[config.mk]
export PLATFORM = sky130hd
export DESIGN_NAME = vga_text_writer
export DESIGN_NICKNAME = d
export VERILOG_FILES = /design/src/rtl/vga_text_writer.sv
export SDC_FILE = /design/constraint.sdc
export NUM_CORES = 1
export LEC_CHECK = 0
export CAP_MARGIN = 20
export CELL_PAD_IN_SITES_DETAIL_PLACEMENT = 0
export CELL_PAD_IN_SITES_GLOBAL_PLACEMENT = 1
export CORE_ASPECT_RATIO = 1.2
export CORE_MARGIN = 2
export CORE_UTILIZATION = 40
export DETAILED_ROUTE_END_ITERATION = 7
export GPL_ROUTABILITY_DRIVEN = 0
export PLACE_DENSITY_LB_ADDON = 0.1
export SLEW_MARGIN = 20
export SYNTH_ARGS = -nofsm -noshare
export SYNTH_HDL_FRONTEND = slang
export SYNTH_SLANG_ARGS = --single-unit
[constraint.sdc]
create_clock -name clk -period 3.3 [get_ports clk]
set_clock_uncertainty 0.15 [all_clocks]
set_input_delay 0.66 -clock clk [delete_from_list [all_inputs] [get_ports clk]]
set_output_delay 0.66 -clock clk [all_outputs]
set_load 0.05 [all_outputs]
[src/rtl/vga_text_writer.sv]
// Text-mode character writer: takes ASCII over valid/ready, tracks a cursor,
// handles control codes and sweeps blank fills into the video character RAM.
module vga_text_writer #(
    parameter int          COLS  = 70,
    parameter int          ROWS  = 30,
    parameter logic [7:0]  BLANK = 8'h20
) (
    input  logic        clk,
    input  logic        reset,
    input  logic [7:0]  char_in,
    input  logic        char_valid,
    output logic        char_ready,
    output logic        wr_en,
    output logic [11:0] wr_addr,
    output logic [7:0]  wr_data,
    output logic [4:0]  cursor_row,
    output logic [6:0]  cursor_col,
    output logic        busy
);

    typedef enum logic [1:0] {CLR_ALL, IDLE, CLR_ROW} state_t;

    localparam logic [6:0] LAST_COL = 7'(COLS - 1);
    localparam logic [4:0] LAST_ROW = 5'(ROWS - 1);

    state_t      state, state_n;
    logic [4:0]  sweep_row, sweep_row_n;
    logic [6:0]  sweep_col, sweep_col_n;
    logic [4:0]  row_n;
    logic [6:0]  col_n;
    logic        wr_en_n;
    logic [11:0] wr_addr_n;
    logic [7:0]  wr_data_n;
    logic        ready_n;
    logic        advance;
    logic        take;
    logic        printable;

    assign take      = char_valid & char_ready;
    assign printable = (char_in >= 8'h20) && (char_in <= 8'h7E);
    assign busy      = ~char_ready;

    // Next-state and next-output decode; every register is loaded from here.
    always_comb begin
        state_n     = state;
        sweep_row_n = sweep_row;
        sweep_col_n = sweep_col;
        row_n       = cursor_row;
        col_n       = cursor_col;
        wr_en_n     = 1'b0;
        wr_addr_n   = wr_addr;
        wr_data_n   = wr_data;
        ready_n     = char_ready;
        advance     = 1'b0;

        case (state)
            CLR_ALL: begin
                wr_en_n   = 1'b1;
                wr_addr_n = {sweep_row, sweep_col};
                wr_data_n = BLANK;
                ready_n   = 1'b0;
                if (sweep_col == LAST_COL) begin
                    sweep_col_n = 7'd0;
                    if (sweep_row == LAST_ROW) begin
                        sweep_row_n = 5'd0;
                        state_n     = IDLE;
                        ready_n     = 1'b1;
                        row_n       = 5'd0;
                        col_n       = 7'd0;
                    end else begin
                        sweep_row_n = sweep_row + 5'd1;
                    end
                end else begin
                    sweep_col_n = sweep_col + 7'd1;
                end
            end

            IDLE: begin
                ready_n = 1'b1;
                if (take) begin
                    if (printable) begin
                        wr_en_n   = 1'b1;
                        wr_addr_n = {cursor_row, cursor_col};
                        wr_data_n = char_in;
                        if (cursor_col == LAST_COL)
                            advance = 1'b1;
                        else
                            col_n = cursor_col + 7'd1;
                    end else begin
                        case (char_in)
                            8'h0A: advance = 1'b1;
                            8'h0D: col_n = 7'd0;
                            8'h08: begin
                                if (cursor_col != 7'd0) begin
                                    col_n     = cursor_col - 7'd1;
                                    wr_en_n   = 1'b1;
                                    wr_addr_n = {cursor_row, cursor_col - 7'd1};
                                    wr_data_n = BLANK;
                                end
                            end
                            8'h0C: begin
                                row_n       = 5'd0;
                                col_n       = 7'd0;
                                sweep_row_n = 5'd0;
                                sweep_col_n = 7'd0;
                                state_n     = CLR_ALL;
                                ready_n     = 1'b0;
                            end
                            default: ;
                        endcase
                    end
                end
            end

            CLR_ROW: begin
                wr_en_n   = 1'b1;
                wr_addr_n = {cursor_row, sweep_col};
                wr_data_n = BLANK;
                ready_n   = 1'b0;
                if (sweep_col == LAST_COL) begin
                    sweep_col_n = 7'd0;
                    state_n     = IDLE;
                    ready_n     = 1'b1;
                end else begin
                    sweep_col_n = sweep_col + 7'd1;
                end
            end

            default: state_n = CLR_ALL;
        endcase

        // No scrolling: the row wraps and the freshly entered row is blanked.
        if (advance) begin
            col_n       = 7'd0;
            row_n       = (cursor_row == LAST_ROW) ? 5'd0 : cursor_row + 5'd1;
            sweep_col_n = 7'd0;
            state_n     = CLR_ROW;
            ready_n     = 1'b0;
        end
    end

    always_ff @(posedge clk or posedge reset) begin
        if (reset) begin
            state      <= CLR_ALL;
            sweep_row  <= 5'd0;
            sweep_col  <= 7'd0;
            cursor_row <= 5'd0;
            cursor_col <= 7'd0;
            wr_en      <= 1'b0;
            wr_addr    <= 12'd0;
            wr_data    <= BLANK;
            char_ready <= 1'b0;
        end else begin
            state      <= state_n;
            sweep_row  <= sweep_row_n;
            sweep_col  <= sweep_col_n;
            cursor_row <= row_n;
            cursor_col <= col_n;
            wr_en      <= wr_en_n;
            wr_addr    <= wr_addr_n;
            wr_data    <= wr_data_n;
            char_ready <= ready_n;
        end
    end

endmodule

==> metrics.log, run 1 <==
INFO  metric setup_tns = 0 ns
INFO  metric grt_first_pass_wirelength = between 10 and 15 mm
INFO  metric cts_num_sinks = 48
INFO  metric dp.cells = 481
INFO  metric layout_min_cycle_time = 2.916 ns
INFO  metric detailroute.via_count = 2761
INFO  metric synth.distinct_cells = 60
INFO  metric number_of_enable_type_register_cells_in_the_synthesized_netlist = 0
INFO  metric netlist_area = roughly 3000 sq um
INFO  metric clock_insertion_delay_worst_skew = around 0.31 ns
INFO  metric synth_sequential_area_ratio = around 40%
INFO  metric dpl_ws = 0.09274 ns
INFO  metric hold_end = wr_data[5]
INFO  metric worst_hold_stages = 2
INFO  metric arrival = between 2 and 3 ns
INFO  metric vias_in_the_first_global_route = between 2000 and 3000
INFO  metric synth_top_flop_cell = sky130_fd_sc_hd__dfrtp_1
INFO  metric maxSlewViolCount = 0
INFO  metric cp-startpoint = char_in[4]
INFO  metric setup_repair_after_global_routing_missed_its_margin = false
INFO  metric max_cap_viol_count = 0
INFO  metric multi_input_comb_area = 1674 sq um
INFO  metric post_layout_nonfiller_instances = roughly 500
INFO  metric crit_path_top_delay_cell = sky130_fd_sc_hd__or4_4
INFO  metric clock_buffer_count_from_cts = 5
INFO  metric design.portCount = 46
INFO  metric syn-mean-instance-area = between 8 and 9 sq um
INFO  metric clock_tree.htree_level_count = 2
INFO  metric synth.largest_area_cell = sky130_fd_sc_hd__dfrtp_1
INFO  metric synth.yosys.warnings = 0
INFO  metric hold_viol_final = 0
INFO  metric die_area = between 8000 and 9000 sq um
INFO  metric drive_above_1_share = around a tenth
INFO  metric post-cts-setup-buffer-count = 0
INFO  metric postCtsResizedCells = 0
INFO  metric synth.net_count = ~370
INFO  metric whs = between 0.3 and 0.4 ns
INFO  metric drt_first_iter_violations = 129
INFO  metric clk_pin_slew_worst_paths = 0.09 ns
INFO  metric hold_class = register to register
INFO  metric most_used_standard_cell_by_instance_count_after_synthesis = sky130_fd_sc_hd__dfrtp_1
INFO  metric cts-hold-fix-buffers = 0
INFO  metric total_of_flip_flops_plus_latches_after_synthesis = 48
INFO  metric vias_per_cell = between 5 and 6
INFO  metric post-route-drc-count = 0
INFO  metric slew_headroom = a little over two fifths
INFO  metric fp.coreArea = between 7000 and 8000 sq um
INFO  metric sequential_cell_area = 1202 sq um
INFO  metric synth.area.top_cells = sky130_fd_sc_hd__dfrtp_1 39%, sky130_fd_sc_hd__ha_1 5.8%, sky130_fd_sc_hd__a21oi_1 4.5%
INFO  metric ant_nets = 0
INFO  metric crit_path_start_kind = input pin
INFO  metric yosysTopAreaCellShare = between 30% and 40%
INFO  metric fin_area = between 3000 and 4000 sq um
INFO  metric die_x = 83.18 microns
INFO  metric fmaxAchievable = 342.9 MHz
INFO  metric routed_wire_length = between 7 and 8 mm
INFO  metric finalSetupViolCount = 0
INFO  metric floorplan.die.height = between 90 and 100 microns
INFO  metric tightestPinTransition = 0.8655 ns
INFO  metric wl_per_cell = around 16 microns
INFO  metric gr-usage-all-layers = 19.39%
INFO  metric tritoncts = done
INFO  metric place_hpwl = 5.853 mm
INFO  metric crit_path_end_kind = register
INFO  metric crit_chain = clkdlybuf4s50_1 > or4_4 > nor3_1 > o2bb2ai_1 > buf_4 > nor2_1 > nor3_2 > o21ai_0
INFO  metric rr_endpoint = cursor_col[6]
INFO  metric layout-area-overhead-vs-synth = 24.78%
INFO  metric placement.cell_area = 3643 sq um
INFO  metric r2r.worst_path.cells = 7
INFO  metric worst_r2r_startpoint = sweep_col[3]
INFO  metric number_of_antenna_violations_at_the_first_check_in_global_routing = 0
INFO  metric placement_row_count = 34
INFO  metric cpPeakStageDelay = between 0.5 and 0.6 ns
INFO  metric p_leak = between 1.5 and 2 nW
INFO  metric async_flop_share = 100.0%
INFO  metric overflow = 0
INFO  metric worst-endpoint-required = ~3.3 ns
INFO  metric clock_tree.buffer_depth = 2
INFO  metric nets = roughly 420
INFO  metric final_critical_path_setup_slack = roughly 0.38 ns
INFO  metric grt_start_max_net_pins = 25
INFO  metric power.density_cell_area = just over 800 nW/um^2
INFO  metric syn-instance-count = 344
INFO  metric detailedRoute.firstPassIterationCount = 4
INFO  metric portBuffers = 45
INFO  metric maximum_fanout_along_the_worst_path = 7
INFO  metric initial_util = about 41%
INFO  metric status = finished clean
INFO  metric cts_root_buffer = sky130_fd_sc_hd__clkbuf_8
INFO  metric yosys-top-cells-count = 47 x sky130_fd_sc_hd__dfrtp_1, 32 x sky130_fd_sc_hd__nand2_1, 29 x sky130_fd_sc_hd__nor2_1
INFO  metric post_route_clock_period_utilization = between 80 and 90%
INFO  metric worst_setup_path_category = input pin to register
INFO  metric setup.reg_to_reg.worst_slack = between 0.7 and 0.8 ns
INFO  metric antenna_cells = 0
INFO  metric ir_worst_vdd = roughly 540 uV
INFO  metric holdCritStartpoint = wr_data[5]
INFO  metric fill_count = approximately 700
placed cells by master, fill, tap and decap left out, types with 3 or more instances in the layout:
master / instances
sky130_fd_sc_hd__o31ai_1: 8
sky130_fd_sc_hd__o211ai_1: 3
sky130_fd_sc_hd__dfrtp_1: 47
sky130_fd_sc_hd__and2_1: 3
sky130_fd_sc_hd__or2_2: 3
sky130_fd_sc_hd__o22ai_1: 3
sky130_fd_sc_hd__nor3_1: 10
sky130_fd_sc_hd__o21ai_0: 22
sky130_fd_sc_hd__nand4_1: 8
sky130_fd_sc_hd__ha_1: 14
sky130_fd_sc_hd__o21a_1: 3
sky130_fd_sc_hd__a22oi_1: 3
sky130_fd_sc_hd__nor2_1: 29
sky130_fd_sc_hd__o21bai_1: 5
sky130_fd_sc_hd__nand2_1: 32
sky130_fd_sc_hd__a22o_1: 4
sky130_fd_sc_hd__nand2b_1: 4
sky130_fd_sc_hd__clkdlybuf4s50_1: 45
sky130_fd_sc_hd__nand3_1: 11
sky130_fd_sc_hd__a21oi_1: 27
sky130_fd_sc_hd__mux2i_1: 3
sky130_fd_sc_hd__a2bb2oi_1: 6
sky130_fd_sc_hd__xnor2_1: 5
sky130_fd_sc_hd__nor4b_1: 4
sky130_fd_sc_hd__clkbuf_8: 5
sky130_fd_sc_hd__buf_4: 17
sky130_fd_sc_hd__inv_1: 14
sky130_fd_sc_hd__nand3b_1: 3
sky130_fd_sc_hd__o21ai_1: 7
sky130_fd_sc_hd__and3_1: 4
sky130_fd_sc_hd__a21o_1: 4
sky130_fd_sc_hd__nor2b_1: 6
sequential cells by signal, indices dropped and copies added (netlist names):
signal      flops
wr_addr        12
char_ready      1
sweep_row       5
state           2
wr_en           1
cursor_row      5
cursor_col      7
wr_data         8
sweep_col       7
metrics by stage:
step,utilization [%],total power [mW]
after detailed placement,50.09,2.692
after global routing,51.62,3.339
final,51.62,3.120
after floorplan,-,2.138
after CTS,51.62,3.140
after global placement,50.09,2.681
worst max-delay path: cells and delay by family:
family | cells | cell delay (ns)
and+or+nand+nor | 4 | 1.31
buffers and inverters | 2 | 0.63
AOI/OAI and AO/OA | 2 | 0.32
area by class of cell:
| cell class | count | area share [%] |
|---|---|---|
| timing repair buffer | 63 | 15.93 |
| clock buffer | 5 | 1.833 |
| sequential | 48 | 32.02 |
| multi-input combinational | 265 | 44.59 |
| clock inverter | 3 | 1.133 |
| inverter | 15 | 1.500 |
| tap | 90 | 2.999 |
layer usage:
| layer | vias up | global-route usage, % | routed length (microns) |
|---|---|---|---|
| met5 | - | 0 | 0 |
| met4 | 0 | 4.918 | 103 |
| met3 | 7 | 3.099 | 374 |
| met2 | 84 | 32.82 | 3831 |
| met1 | 1313 | 26.01 | 3465 |
| li1 | 1357 | - | - |
how the worst max path moves through the flow:
stage	end	slack (ns)	cells past startpoint
finish	cursor_row[4]	0.38	8
global route	cursor_row[4]	0.22	8
CTS	cursor_row[2]	0.41	8
detailed placement	cursor_row[2]	0.09	8
global placement	cursor_row[2]	0.13	8
floorplan	wr_data[7]	0.58	8
cells by family (layout without fill, tap and decap cells):
group	count (synthesis)	after routing	synth area share, %
simple gates	130	130	22.70
compound gates	111	111	24.08
flops	48	48	39.96
buf+inv	31	86	4.407
fa+ha+maj	14	14	5.821
xor+xnor	7	7	2.037
mux	3	3	0.9980
power by group:
group / switching [mW] / leakage, nW / internal (mW)
sequential: 0.222 / 0.603 / 0.787
clock: 0.213 / 0.0541 / 0.225
combinational: 1.04 / 0.909 / 0.630
total: 1.48 / 1.57 / 1.64
Power figures use the tool's default switching activity.
==> inputs of run 2 (changes only) <==
--- a/config.mk
+++ b/config.mk
@@ -14,7 +14,7 @@
 export DETAILED_ROUTE_END_ITERATION = 7
 export GPL_ROUTABILITY_DRIVEN = 0
 export PLACE_DENSITY_LB_ADDON = 0.1
-export SLEW_MARGIN = 20
+export SLEW_MARGIN = 40
 export SYNTH_ARGS = -nofsm -noshare
 export SYNTH_HDL_FRONTEND = slang
 export SYNTH_SLANG_ARGS = --single-unit
==> constraint.sdc (replaced) <==
create_clock -name clk -period 3.11 [get_ports clk]
set_clock_uncertainty 0.15 [all_clocks]
set_input_delay 0.622 -clock clk [delete_from_list [all_inputs] [get_ports clk]]
set_output_delay 0.622 -clock clk [all_outputs]
set_load 0.05 [all_outputs]
==> run 2 against run 1 <==
Effect of this change:
- sequential power is 6% higher
- global-route usage is 0.10 points lower
- non-clock buffer count grew 7
- setup slack worse by 0.085 ns
- critical path type unchanged
==> metrics.log, run 2 (synthesis gave the netlist of run 1 again) <==
INFO  metric status = finished clean
INFO  metric layout-area-overhead-vs-synth = 27.86%
INFO  metric die_area = about 8000 sq um
INFO  metric arrival = around 2.9 ns
INFO  metric clk_pin_slew_worst_paths = 0.10 ns
INFO  metric power_spent_charging_and_discharging_nets = 1.558 mW
INFO  metric internal_power = between 1.5 and 2 mW
INFO  metric drt_first_iter_violations = approximately 150
INFO  metric placement_row_count = 34
INFO  metric clock_buffer_count_from_cts = 5
INFO  metric finalSetupViolCount = 0
INFO  metric vias_in_the_first_global_route = between 2000 and 3000
INFO  metric initial_util = about two fifths
INFO  metric floorplan.die.height = between 90 and 100 microns
INFO  metric fp.coreArea = approximately 7300 sq um
INFO  metric drive_above_1_share = 11.82%
INFO  metric layout.cells.most_common_list = 47 x sky130_fd_sc_hd__dfrtp_1, 45 x sky130_fd_sc_hd__clkdlybuf4s50_1, 32 x sky130_fd_sc_hd__nand2_1
INFO  metric cts-hold-fix-buffers = 0
INFO  metric sw_frac_of_total = a little under half
INFO  metric overflow = 0
INFO  metric layout.cells.most_common = sky130_fd_sc_hd__dfrtp_1
INFO  metric post_route_clock_period_utilization = about 90%
INFO  metric power.density_cell_area = ~870 nW/um^2
INFO  metric post-cts-setup-buffer-count = 0
INFO  metric wl_per_cell = 15.39 microns
INFO  metric dp.cells = 488
INFO  metric largest_reg_flops = 12
INFO  metric place_hpwl = between 5 and 6 mm
INFO  metric cts_num_sinks = 48
INFO  metric cts_root_buffer = sky130_fd_sc_hd__clkbuf_8
INFO  metric gr-usage-all-layers = 19.28%
INFO  metric holdCritStartpoint = wr_data[5]
INFO  metric fmaxAchievable = 355.8 MHz
INFO  metric number_of_antenna_violations_at_the_first_check_in_global_routing = 0
INFO  metric crit_path_start_kind = input pin
INFO  metric tightestPinTransition = about 0.63 ns
INFO  metric ant_nets = 0
INFO  metric whs = around 0.32 ns
INFO  metric top_register = wr_addr
INFO  metric layout_min_cycle_time = roughly 2.8 ns
INFO  metric vias_per_cell = ~5.5
INFO  metric biggestRegsByFlops = wr_addr x12, wr_data x8
INFO  metric postCtsResizedCells = 0
INFO  metric p_leak = between 1.5 and 2 nW
INFO  metric slew_headroom = a little under 60%
INFO  metric ir_worst_vdd = approximately 520 uV
INFO  metric detailroute.via_count = ~2700
INFO  metric hold_class = register to register
INFO  metric clock_tree.buffer_depth = 2
INFO  metric antenna_cells = 0
INFO  metric worst_r2r_startpoint = sweep_col[2]
INFO  metric portBuffers = 45
INFO  metric crit_path_end_kind = register
INFO  metric grt_start_max_net_pins = 28
INFO  metric cp-startpoint = char_in[5]
INFO  metric grt_first_pass_wirelength = between 10 and 15 mm
INFO  metric worst-endpoint-required = around 3.2 ns
INFO  metric maxSlewViolCount = 0
INFO  metric clkPwrFrac = 14.5%
INFO  metric setup_repair_after_global_routing_missed_its_margin = false
INFO  metric nets = 430
INFO  metric worst_setup_path_category = input pin to register
INFO  metric clock_tree.htree_level_count = 2
INFO  metric post_layout_nonfiller_instances = around 500
INFO  metric maximum_fanout_along_the_worst_path = 4
INFO  metric detailedRoute.firstPassIterationCount = 4
INFO  metric tritoncts = done
INFO  metric hold_viol_final = 0
INFO  metric seq_power_share = 32.0%
INFO  metric routed_wire_length = between 7 and 8 mm
INFO  metric clock_insertion_delay_worst_skew = roughly 0.31 ns
INFO  metric die_x = 83.18 microns
INFO  metric max_cap_viol_count = 0
INFO  metric combPwrFrac = a little over half
INFO  metric post-route-drc-count = 0
INFO  metric design.portCount = 46
[run 2: power groups by stage]
stage / registers [mW] / clock network (mW) / logic, mW
after CTS: 1.07 / 0.499 / 1.80
after global placement: 1.08 / 0 / 1.78
final: 1.07 / 0.485 / 1.79
after floorplan: 1.47 / 0 / 0.798
after detailed placement: 1.08 / 0 / 1.79
after global routing: 1.11 / 0.530 / 1.94
[run 2: worst max-delay path, stage by stage]
cell,delay [ns]
sky130_fd_sc_hd__clkdlybuf4s50_1,0.44
sky130_fd_sc_hd__or4_4,0.56
sky130_fd_sc_hd__buf_4,0.16
sky130_fd_sc_hd__o31a_1,0.33
sky130_fd_sc_hd__or2_1,0.26
sky130_fd_sc_hd__or2_4,0.27
sky130_fd_sc_hd__o31ai_1,0.23
[run 2: worst paths after layout]
check	endpoint	slack, ns	cells past startpoint
min in group asynchronous	sweep_col[0]	0.56	2
max in group asynchronous	sweep_row[1]	1.71	3
worst min-delay path	wr_data[5]	0.32	2
worst min register to register	wr_data[5]	0.32	2
worst max-delay path	sweep_row[4]	0.30	7
worst max register to register	cursor_col[5]	0.63	7
[run 2: metrics by stage]
stage	TNS, ns	power (mW)	worst slack [ns]	utilization [%]	area, sq um
after global routing	0	3.584	0.1769	52.89	3847
after detailed placement	-0.06473	2.877	-0.03349	51.15	3721
after floorplan	0	2.268	0.3888	-	3009
after CTS	0	3.372	0.3010	52.82	3842
final	0	3.349	0.2995	52.89	3847
after global placement	0	2.866	0.02702	51.15	3721
[run 2: cell type report]
| type | count | area, sq um |
|---|---|---|
| multi-input combinational | 265 | 1679 |
| clock buffer | 6 | 82.58 |
| clock inverter | 2 | 38.79 |
| fill | 687 | 3427 |
| tap | 90 | 112.6 |
| timing repair buffer | 70 | 675.6 |
| sequential | 48 | 1202 |
| inverter | 15 | 56.30 |
[run 2: layer usage]
metal | track usage, % | up-vias | share of wire (%)
met5 | 0 | - | 0
met4 | 5.296 | 0 | 1.3
met3 | 3.183 | 9 | 3.3
met2 | 32.57 | 64 | 47
met1 | 25.66 | 1290 | 48
li1 | - | 1366 | -
==> inputs of run 3 (changes only) <==
--- a/config.mk
+++ b/config.mk
@@ -9,7 +9,6 @@
 export CELL_PAD_IN_SITES_DETAIL_PLACEMENT = 0
 export CELL_PAD_IN_SITES_GLOBAL_PLACEMENT = 1
 export CORE_ASPECT_RATIO = 1.2
-export CORE_MARGIN = 2
 export CORE_UTILIZATION = 40
 export DETAILED_ROUTE_END_ITERATION = 7
 export GPL_ROUTABILITY_DRIVEN = 0
==> run 3 against run 2 <==
Effect of this change:
- fmax about the same
- power is 1.5% lower
- sequential power about the same
- count of clock-buffer cells in the layout did not move
- highest routed layer unchanged
==> metrics.log, run 3 (synthesis gave the netlist of run 1 again) <==
INFO  metric seq_power_share = around a third
INFO  metric worst-endpoint-required = around 3.2 ns
INFO  metric dp.cells = a little under 500
INFO  metric vias_in_the_first_global_route = ~2700
INFO  metric place_hpwl = 5.743 mm
INFO  metric use_met1 = approximately 30%
INFO  metric wl_per_cell = 15.57 microns
INFO  metric ir_worst_vdd = roughly 590 uV
INFO  metric setup_repair_after_global_routing_missed_its_margin = false
INFO  metric placement_row_count = 34
INFO  metric cts-hold-fix-buffers = 0
INFO  metric dpl_ws = -0.01249 ns
INFO  metric globalRouteMet2Util = approximately a third
INFO  metric layout_min_cycle_time = about 2.8 ns
INFO  metric drt_first_iter_violations = 220
INFO  metric maximum_fanout_along_the_worst_path = 10
INFO  metric hold_class = register to register
INFO  metric die_area = 7875 sq um
INFO  metric post_route_clock_period_utilization = 90.38%
INFO  metric maxSlewViolCount = 0
INFO  metric worstSetupPathDepth = 7
INFO  metric cpPeakStageDelay = 0.57 ns
INFO  metric fill_count = roughly 690
INFO  metric grt-busiest-layer = met2
INFO  metric fp.coreArea = a little over 7000 sq um
INFO  metric post-route-drc-count = 0
INFO  metric antenna_cells = 0
INFO  metric sw_frac_of_total = between 40% and 50%
INFO  metric drive_above_1_share = ~11%
INFO  metric clock_insertion_delay_worst_skew = about 0.30 ns
INFO  metric critical-path-top-delay-family = simple AND/OR/NAND/NOR gates
INFO  metric clock_tree.buffer_depth = 2
INFO  metric crit_path_start_kind = input pin
INFO  metric clkPwrFrac = between 10 and 15%
INFO  metric crit_path_end_kind = register
INFO  metric layout.cells.most_common = sky130_fd_sc_hd__dfrtp_1
INFO  metric postCtsResizedCells = 0
INFO  metric gr-usage-all-layers = about a fifth
INFO  metric number_of_antenna_violations_at_the_first_check_in_global_routing = 0
INFO  metric design.portCount = 46
INFO  metric arrival = approximately 2.9 ns
INFO  metric layout-area-overhead-vs-synth = 25.82%
INFO  metric cts_root_buffer = sky130_fd_sc_hd__clkbuf_8
INFO  metric p_leak = 1.586 nW
INFO  metric final_critical_path_setup_slack = between 0.2 and 0.3 ns
INFO  metric nets = about 430
INFO  metric ant_nets = 0
INFO  metric crit_path_top_delay_cell = sky130_fd_sc_hd__or4_4
INFO  metric status = finished clean
INFO  metric fmaxAchievable = between 300 and 400 MHz
INFO  metric post_layout_nonfiller_instances = 493
INFO  metric max_cap_viol_count = 0
INFO  metric portBuffers = 45
INFO  metric met3_usage = under 10%
INFO  metric overflow = 0
INFO  metric largest_reg_flops = 12
INFO  metric power.density_cell_area = 871.1 nW/um^2
INFO  metric power_spent_charging_and_discharging_nets = about 1.6 mW
INFO  metric worst_hold_stages = 2
INFO  metric grt_first_pass_wirelength = around 13 mm
INFO  metric crit_chain = clkdlybuf4s50_1 > or4_4 > nor3_1 > o32ai_1 > buf_4 > or2_2 > o31ai_1
INFO  metric r2r.worst_path.cells = 7
INFO  metric cts_num_sinks = 48
INFO  metric initial_util = ~41%
INFO  metric clk_pin_slew_worst_paths = around 0.09 ns
INFO  metric clock_buffer_count_from_cts = 5
INFO  metric hold_viol_final = 0
INFO  metric slew_headroom = ~65%
INFO  metric floorplan.die.height = about 97 microns
INFO  metric vias_per_cell = ~5.7
INFO  metric combPwrFrac = 53.2%
INFO  metric top_register = wr_addr
INFO  metric layout.cells.most_common_list = 47 x sky130_fd_sc_hd__dfrtp_1, 45 x sky130_fd_sc_hd__clkdlybuf4s50_1, 32 x sky130_fd_sc_hd__nand2_1
INFO  metric worst_setup_path_category = input pin to register
INFO  metric path_buf_inv = 2
INFO  metric die_x = just over 80 microns
INFO  metric post-cts-setup-buffer-count = 0
INFO  metric routed_wire_length = between 7 and 8 mm
INFO  metric clock_tree.htree_level_count = 2
INFO  metric tritoncts = done
INFO  metric detailedRoute.firstPassIterationCount = 4
INFO  metric internal_power = around 1.7 mW
INFO  metric finalSetupViolCount = 0
INFO  metric detailroute.via_count = between 2000 and 3000
INFO  metric grt_start_max_net_pins = 25
INFO  metric biggestRegsByFlops = wr_addr x12, wr_data x8
INFO  metric tightestPinTransition = 0.5275 ns
-- run 3: changes by cell type in the layout (fill, tap and decap cells not counted) --
cell                       change
sky130_fd_sc_hd__clkbuf_1      +1
sky130_fd_sc_hd__buf_12        -2
sky130_fd_sc_hd__clkinv_4      -1
sky130_fd_sc_hd__clkinv_2      +1
sky130_fd_sc_hd__buf_4         -1
sky130_fd_sc_hd__clkbuf_8      -1
-- run 3: power groups by stage --
stage | Clock (mW) | Combinational, mW | Sequential, mW
2_1_floorplan | 0 | 0.798 | 1.47
3_3_place_gp | 0 | 1.74 | 1.10
3_5_place_dp | 0 | 1.75 | 1.10
4_1_cts | 0.474 | 1.76 | 1.08
5_1_grt | 0.501 | 1.92 | 1.13
6_report | 0.457 | 1.76 | 1.09
-- run 3: stage by stage --
| stage | hold slack (ns) | total power [mW] | utilization (%) | TNS, ns | area (sq um) |
|---|---|---|---|---|---|
| after CTS | 0.3216 | 3.317 | 51.98 | 0 | 3781 |
| after floorplan | 0.3019 | 2.268 | - | 0 | 3009 |
| after global routing | 0.3350 | 3.549 | 52.05 | 0 | 3786 |
| after detailed placement | 0.3006 | 2.845 | 50.50 | -0.02257 | 3674 |
| final | 0.3134 | 3.298 | 52.05 | 0 | 3786 |
| after global placement | 0.3000 | 2.840 | 50.50 | 0 | 3674 |
-- run 3: worst paths after layout --
path,from,endpoint,slack [ns]
min in group asynchronous,reset,wr_addr[7],0.49
hold reg to reg,wr_data[5],wr_data[5],0.31
setup reg to reg,sweep_col[3],cursor_col[6],0.59
setup / recovery,char_in[4],cursor_col[6],0.30
hold / removal,wr_data[5],wr_data[5],0.31
max in group asynchronous,reset,wr_data[5],1.66
-- run 3: area by class of cell --
cell class / count / area, sq um / share of cell area, %
Timing Repair Buffer: 67 / 628.1 / 16.59
Tap cell: 90 / 112.6 / 2.974
Multi-Input combinational cell: 265 / 1679 / 44.35
Inverter: 15 / 56.30 / 1.487
Clock buffer: 6 / 72.57 / 1.917
Clock inverter: 2 / 35.03 / 0.9253
Sequential cell: 48 / 1202 / 31.76
-- run 3: worst min-delay path, stage by stage, from the launching register on --
cell and delay (ns):
sky130_fd_sc_hd__dfstp_2 0.38, sky130_fd_sc_hd__inv_1 0.04, sky130_fd_sc_hd__a21oi_1 0.05
-- run 3: metal layers --
layer | part of all wire [%] | vias up
li1 | - | 1361
met2 | 47 | 75
met1 | 48 | 1348
met4 | 1.8 | 0
met5 | 0 | -
met3 | 2.9 | 10
==> patch 1, RTL diff (flow settings as in run 1) <==
`wr_addr` no longer has a reset.
--- a/src/rtl/vga_text_writer.sv
+++ b/src/rtl/vga_text_writer.sv
@@ -147,7 +147,6 @@
             cursor_row <= 5'd0;
             cursor_col <= 7'd0;
             wr_en      <= 1'b0;
-            wr_addr    <= 12'd0;
             wr_data    <= BLANK;
             char_ready <= 1'b0;
         end else begin
@@ -157,11 +156,14 @@
             cursor_row <= row_n;
             cursor_col <= col_n;
             wr_en      <= wr_en_n;
-            wr_addr    <= wr_addr_n;
             wr_data    <= wr_data_n;
             char_ready <= ready_n;
         end
     end
 
+    always_ff @(posedge clk) begin
+        wr_addr <= wr_addr_n;
+    end
+
 endmodule
 
Check against the original RTL: differs if reset is asserted again (counterexample within 4 cycles, from zero or initial values and one cycle with reset high); with reset held inactive, the same outputs for 10 cycles.
==> patch 1 against run 1 <==
- critical path depth fell by 1
- largest power group unchanged
- first-iteration DRC count down 2.3%
- worst setup slack better by 0.19 ns
- sequential cell count unchanged
- design area decreased by 3.6%
- synthesized area decreased by 1.7%
- highest routed layer unchanged
- total power increased by 4.2%
- worst hold slack improved by 0.047 ns
- routed wire length shrank 7.2%
- final cell count down 7.0%
==> patch 1: results (changes against run 1) <==
Longest Clk Path Bufs: 2 (unchanged)
Critical path startpoint: char_in[4] (unchanged)
Fin nets: 389 (was 423)
Post-Layout Cell Count: 455 (was 489)
DR vias/cell: 5.53 (was 5.65)
Synth Area in XOR/XNOR: 2.66% (was 2.04%)
Slew headroom: 60.3% (was 41.9%)
Initial antenna violation count: 0 (unchanged)
Dpl cells: 447 (was 481)
Switching share of total power: 49.4% (was 47.4%)
Power Total: 0.00325 W (was 0.00312 W)
Synth cell count leaders: nand2_1 (40), dfrtp_1 (35), o21ai_0 (28), inv_1 (22) (was dfrtp_1 (47), nand2_1 (32), nor2_1 (29), a21oi_1 (27), o21ai_0 (22))
FF-to-FF Start: cursor_col[0] (was sweep_col[3])
Hold Startpoint: wr_data[0] (was wr_data[5])
Clk pwr share: 10.6% (was 14.0%)
Critical path's slowest cell: clkdlybuf4s50_1 (was or4_4)
WP data arrival: 2.59 ns (was 2.94 ns)
Number of port buffers: 45 (unchanged)
EDFF count, synth: 12 (was 0)
Largest net degree at the start of global routing: 37 (was 25)
Adder-cell share of the synthesized area: 5.92% (was 5.82%)
Post-Syn Nets: 341 (was 369)
Synthesized area per cell: 9.36 um2 (was 8.75 um2)
CP max stage delay: 0.48 ns (was 0.59 ns)
Top post-synthesis cells by area: dfrtp_1 (30%), edfxtp_1 (12%), ha_1 (5.9%) (was dfrtp_1 (39%), ha_1 (5.8%), a21oi_1 (4.5%))
Async S/R FF share, synth: 75.0% (was 100%)
Register area share after synthesis: 42.7% (was 40.0%)
Routed wire per std cell: 15.9 um (about the same)
Root Buffer: clkbuf_8 (unchanged)
Global-route wire length before repair: 12.4 mm (was 13.0 mm)
DP HPWL: 5.43 mm (was 5.85 mm)
Mux contribution to synthesized area: 1.82% (was 0.998%)
Total Routing Usage GR: 19.4% (about the same)
Syn. warnings: 0 (unchanged)
Distinct cells, synth: 62 (was 60)
DP Worst Slack: 0.251 ns (was 0.0927 ns)
Area fraction in compound gates after synthesis: 23.2% (was 24.1%)
Logic power comb: 0.00186 W (was 0.00167 W)
First DRT Iteration DRCs: 126 (was 129)
Number of global-route vias before repair: 2548 (was 2629)
Worst IR drop on VDD: 0.000489 V (was 0.000538 V)
Status: completed (unchanged)
patch 1: area by class of cell:
type | count | area, um2
Sequential cell | 48 | 1260
Fill cell | 730 | 3610
Clock buffer | 6 | 72.6
Tap cell | 90 | 113
Inverter | 22 | 82.6
Timing Repair Buffer | 56 | 533
Multi-Input combinational cell | 231 | 1550
Clock inverter | 2 | 11.3
patch 1: final timing paths:
| path | slack (ns) | to | cells past startpoint |
|---|---|---|---|
| worst max register to register | 0.75 | wr_addr[6] | 7 |
| max in group asynchronous | 2.01 | wr_data[5] | 3 |
| min in group asynchronous | 0.62 | sweep_col[2] | 3 |
| worst max-delay path | 0.58 | wr_addr[6] | 7 |
| worst min register to register | 0.36 | wr_data[0] | 2 |
| worst min-delay path | 0.36 | wr_data[0] | 2 |
patch 1: per-layer routing:
| layer | part of all wire, % | track usage, % |
|---|---|---|
| met5 | 0 | 0 |
| met4 | 0.90 | 4.79 |
| met3 | 2.3 | 2.77 |
| met2 | 52 | 33.7 |
| met1 | 45 | 25.0 |
==> patch 2, RTL diff (flow settings as in run 1) <==
Without the edit above. The parameter `ROWS` goes from 30 to 22.
--- a/src/rtl/vga_text_writer.sv
+++ b/src/rtl/vga_text_writer.sv
@@ -2,7 +2,7 @@
 // handles control codes and sweeps blank fills into the video character RAM.
 module vga_text_writer #(
     parameter int          COLS  = 70,
-    parameter int          ROWS  = 30,
+    parameter int          ROWS  = 22,
     parameter logic [7:0]  BLANK = 8'h20
 ) (
     input  logic        clk,
Formal check against the unedited RTL: same outputs for any inputs over 10 cycles, from zero or initial values and one cycle with reset high; that may be too few to reach the edited logic, so the function may still have changed.
==> patch 2 against run 1 <==
- global-route usage up 0.071 points
- routed wire length up 0.82%
- design area down 0.63%
- via count down 3.8%
- synthesized cell count down 3.5%
- core utilization down 0.62 points
- die area up 0.88%
- synthesized area up 0.91%
- sequential cell count unchanged
- worst setup slack better by 0.070 ns
- critical path type unchanged
- sequential share of layout area up 0.20 points
Power is left out: it rests on default switching activity, and per cell area and clock period it moved more than threefold.
==> patch 2: results (changes against run 1) <==
Biggest regs: wr_addr: 12 flops, wr_data: 8 flops (unchanged)
Critical path's slowest cell: a31oi_1 (was or4_4)
R2R setup slack: 0.63 ns (was 0.73 ns)
Number of global-route vias before repair: 2673 (was 2629)
Status: completed (unchanged)
Worst R2R End: sweep_col[2] (was cursor_col[6])
Distinct cells, synth: 58 (was 60)
CP max stage delay: 0.66 ns (was 0.59 ns)
Synth Flop Type: dfrtp_1 (unchanged)
Syn. warnings: 0 (unchanged)
Total Routing Usage GR: 19.5% (was 19.4%)
FF-to-FF Start: state[1] (was sweep_col[3])
WP data arrival: 2.92 ns (was 2.94 ns)
Longest Clk Path Bufs: 2 (unchanged)
Register area share after synthesis: 39.6% (was 40.0%)
Synth cell count leaders: dfrtp_1 (47), nand2_1 (41), o21ai_0 (37), inv_1 (27) (was dfrtp_1 (47), nand2_1 (32), nor2_1 (29), a21oi_1 (27), o21ai_0 (22))
Met1 Use GR: 26.2% (was 26.0%)
DP HPWL: 5.71 mm (was 5.85 mm)
First DRT Iteration DRCs: 108 (was 129)
Met3 usage: 2.49% (was 3.10%)
Critical path startpoint: char_in[2] (was char_in[4])
Critical Path Fanout Max: 7 (unchanged)
Global-route wire length before repair: 13.3 mm (was 13.0 mm)
Layout cells sized above 1: 10.9% (was 10.0%)
Initial antenna violation count: 0 (unchanged)
Fin nets: 410 (was 423)
Kind of cell adding the most delay to the critical path: compound AO/OA/AOI/OAI gates (was simple AND/OR/NAND/NOR gates)
Top post-synthesis cells by area: dfrtp_1 (39%), ha_1 (6.2%), o21ai_0 (6.1%) (was dfrtp_1 (39%), ha_1 (5.8%), a21oi_1 (4.5%))
Root Buffer: clkbuf_8 (unchanged)
Hold Crit Depth: 1 (was 2)
Min-Delay Path Class: flip-flop to flip-flop (unchanged)
Reg2Reg Depth: 8 (was 7)
Routed wire per std cell: 16.5 um (was 15.9 um)
End of the critical path: cursor_col[5] (was cursor_row[4])
Post-Syn Nets: 358 (was 369)
Grt met2 use: 33.3% (was 32.8%)
Clock latency on the worst-skew pair: 0.30 ns
DR vias: 2657 (was 2761)
DR pass1 iterations: 4 (unchanged)
# Post-CTS Setup Buffers: 0 (unchanged)
Num CTS Buffers: 5 (unchanged)
Largest net degree at the start of global routing: 49 (was 25)
Worst Tran Pin Value: 0.834 ns (was 0.866 ns)
[patch 2: cell types whose count changed after synthesis, moves of 5 or more]
cell / before / now
nand2_1: 32 / 41
nor3_1: 10 / 4
buf_2: 7 / 1
a21oi_1: 27 / 5
inv_1: 15 / 27
mux2_1: 0 / 5
mux2_2: 0 / 8
a2bb2oi_1: 6 / 1
nor2_1: 29 / 15
o21ai_0: 22 / 37
[patch 2: per-layer routing]
metal | vias up | wire length (um)
li1 | 1309 | -
met1 | 1302 | 3740
met2 | 39 | 3800
met3 | 7 | 189
met4 | 0 | 106
met5 | - | 0
[patch 2: worst min path at each step]
stage,from,to,slack (ns)
floorplan,sweep_row[4],sweep_row[4],0.32
global placement,wr_data[7],wr_data[7],0.32
detailed placement,wr_data[7],wr_data[7],0.32
CTS,wr_data[7],wr_data[7],0.35
global route,wr_addr[4],wr_addr[4],0.38
finish,wr_addr[1],wr_addr[1],0.35
[patch 2: cell families after synthesis]
logic type / count (synthesis) / synth area share, %
muxes: 14 / 5.15
and+or+nand+nor: 115 / 19.8
xor gates and xnor gates: 6 / 1.73
DFF: 48 / 39.6
adders and majority gates: 15 / 6.18
buffers and inverters: 35 / 4.49
AOI/OAI and AO/OA: 99 / 23.1
[patch 2: final cells by class]
type	count	area, um2
multi-input cells	249	1700
well taps	90	113
clock buffers	7	86.3
clock inverters	1	7.51
inverters	27	101
fillers	746	3590
flip-flops and latches	48	1200
repair buffers	53	523
[patch 2: through the flow]
stage / instances / setup slack [ns] / utilization [%] / area (um2) / hold slack (ns)
floorplan: 332 / 0.754 / - / 3040 / 0.317
global placement: 467 / 0.139 / 49.7 / 3640 / 0.319
detailed placement: 467 / 0.112 / 49.7 / 3640 / 0.320
CTS: 475 / 0.468 / 51.0 / 3730 / 0.350
global route: 475 / 0.300 / 51.0 / 3730 / 0.378
finish: 475 / 0.454 / 51.0 / 3730 / 0.346
[patch 2: worst reg2reg max path, delay by kind of cell (launching register included)]
| family | cells | cell delay (ns) |
|---|---|---|
| AOI/OAI and AO/OA | 2 | 0.33 |
| adders and majority gates | 1 | 0.39 |
| buffers and inverters | 1 | 0.09 |
| DFF | 1 | 0.42 |
| and+or+nand+nor | 4 | 1.22 |
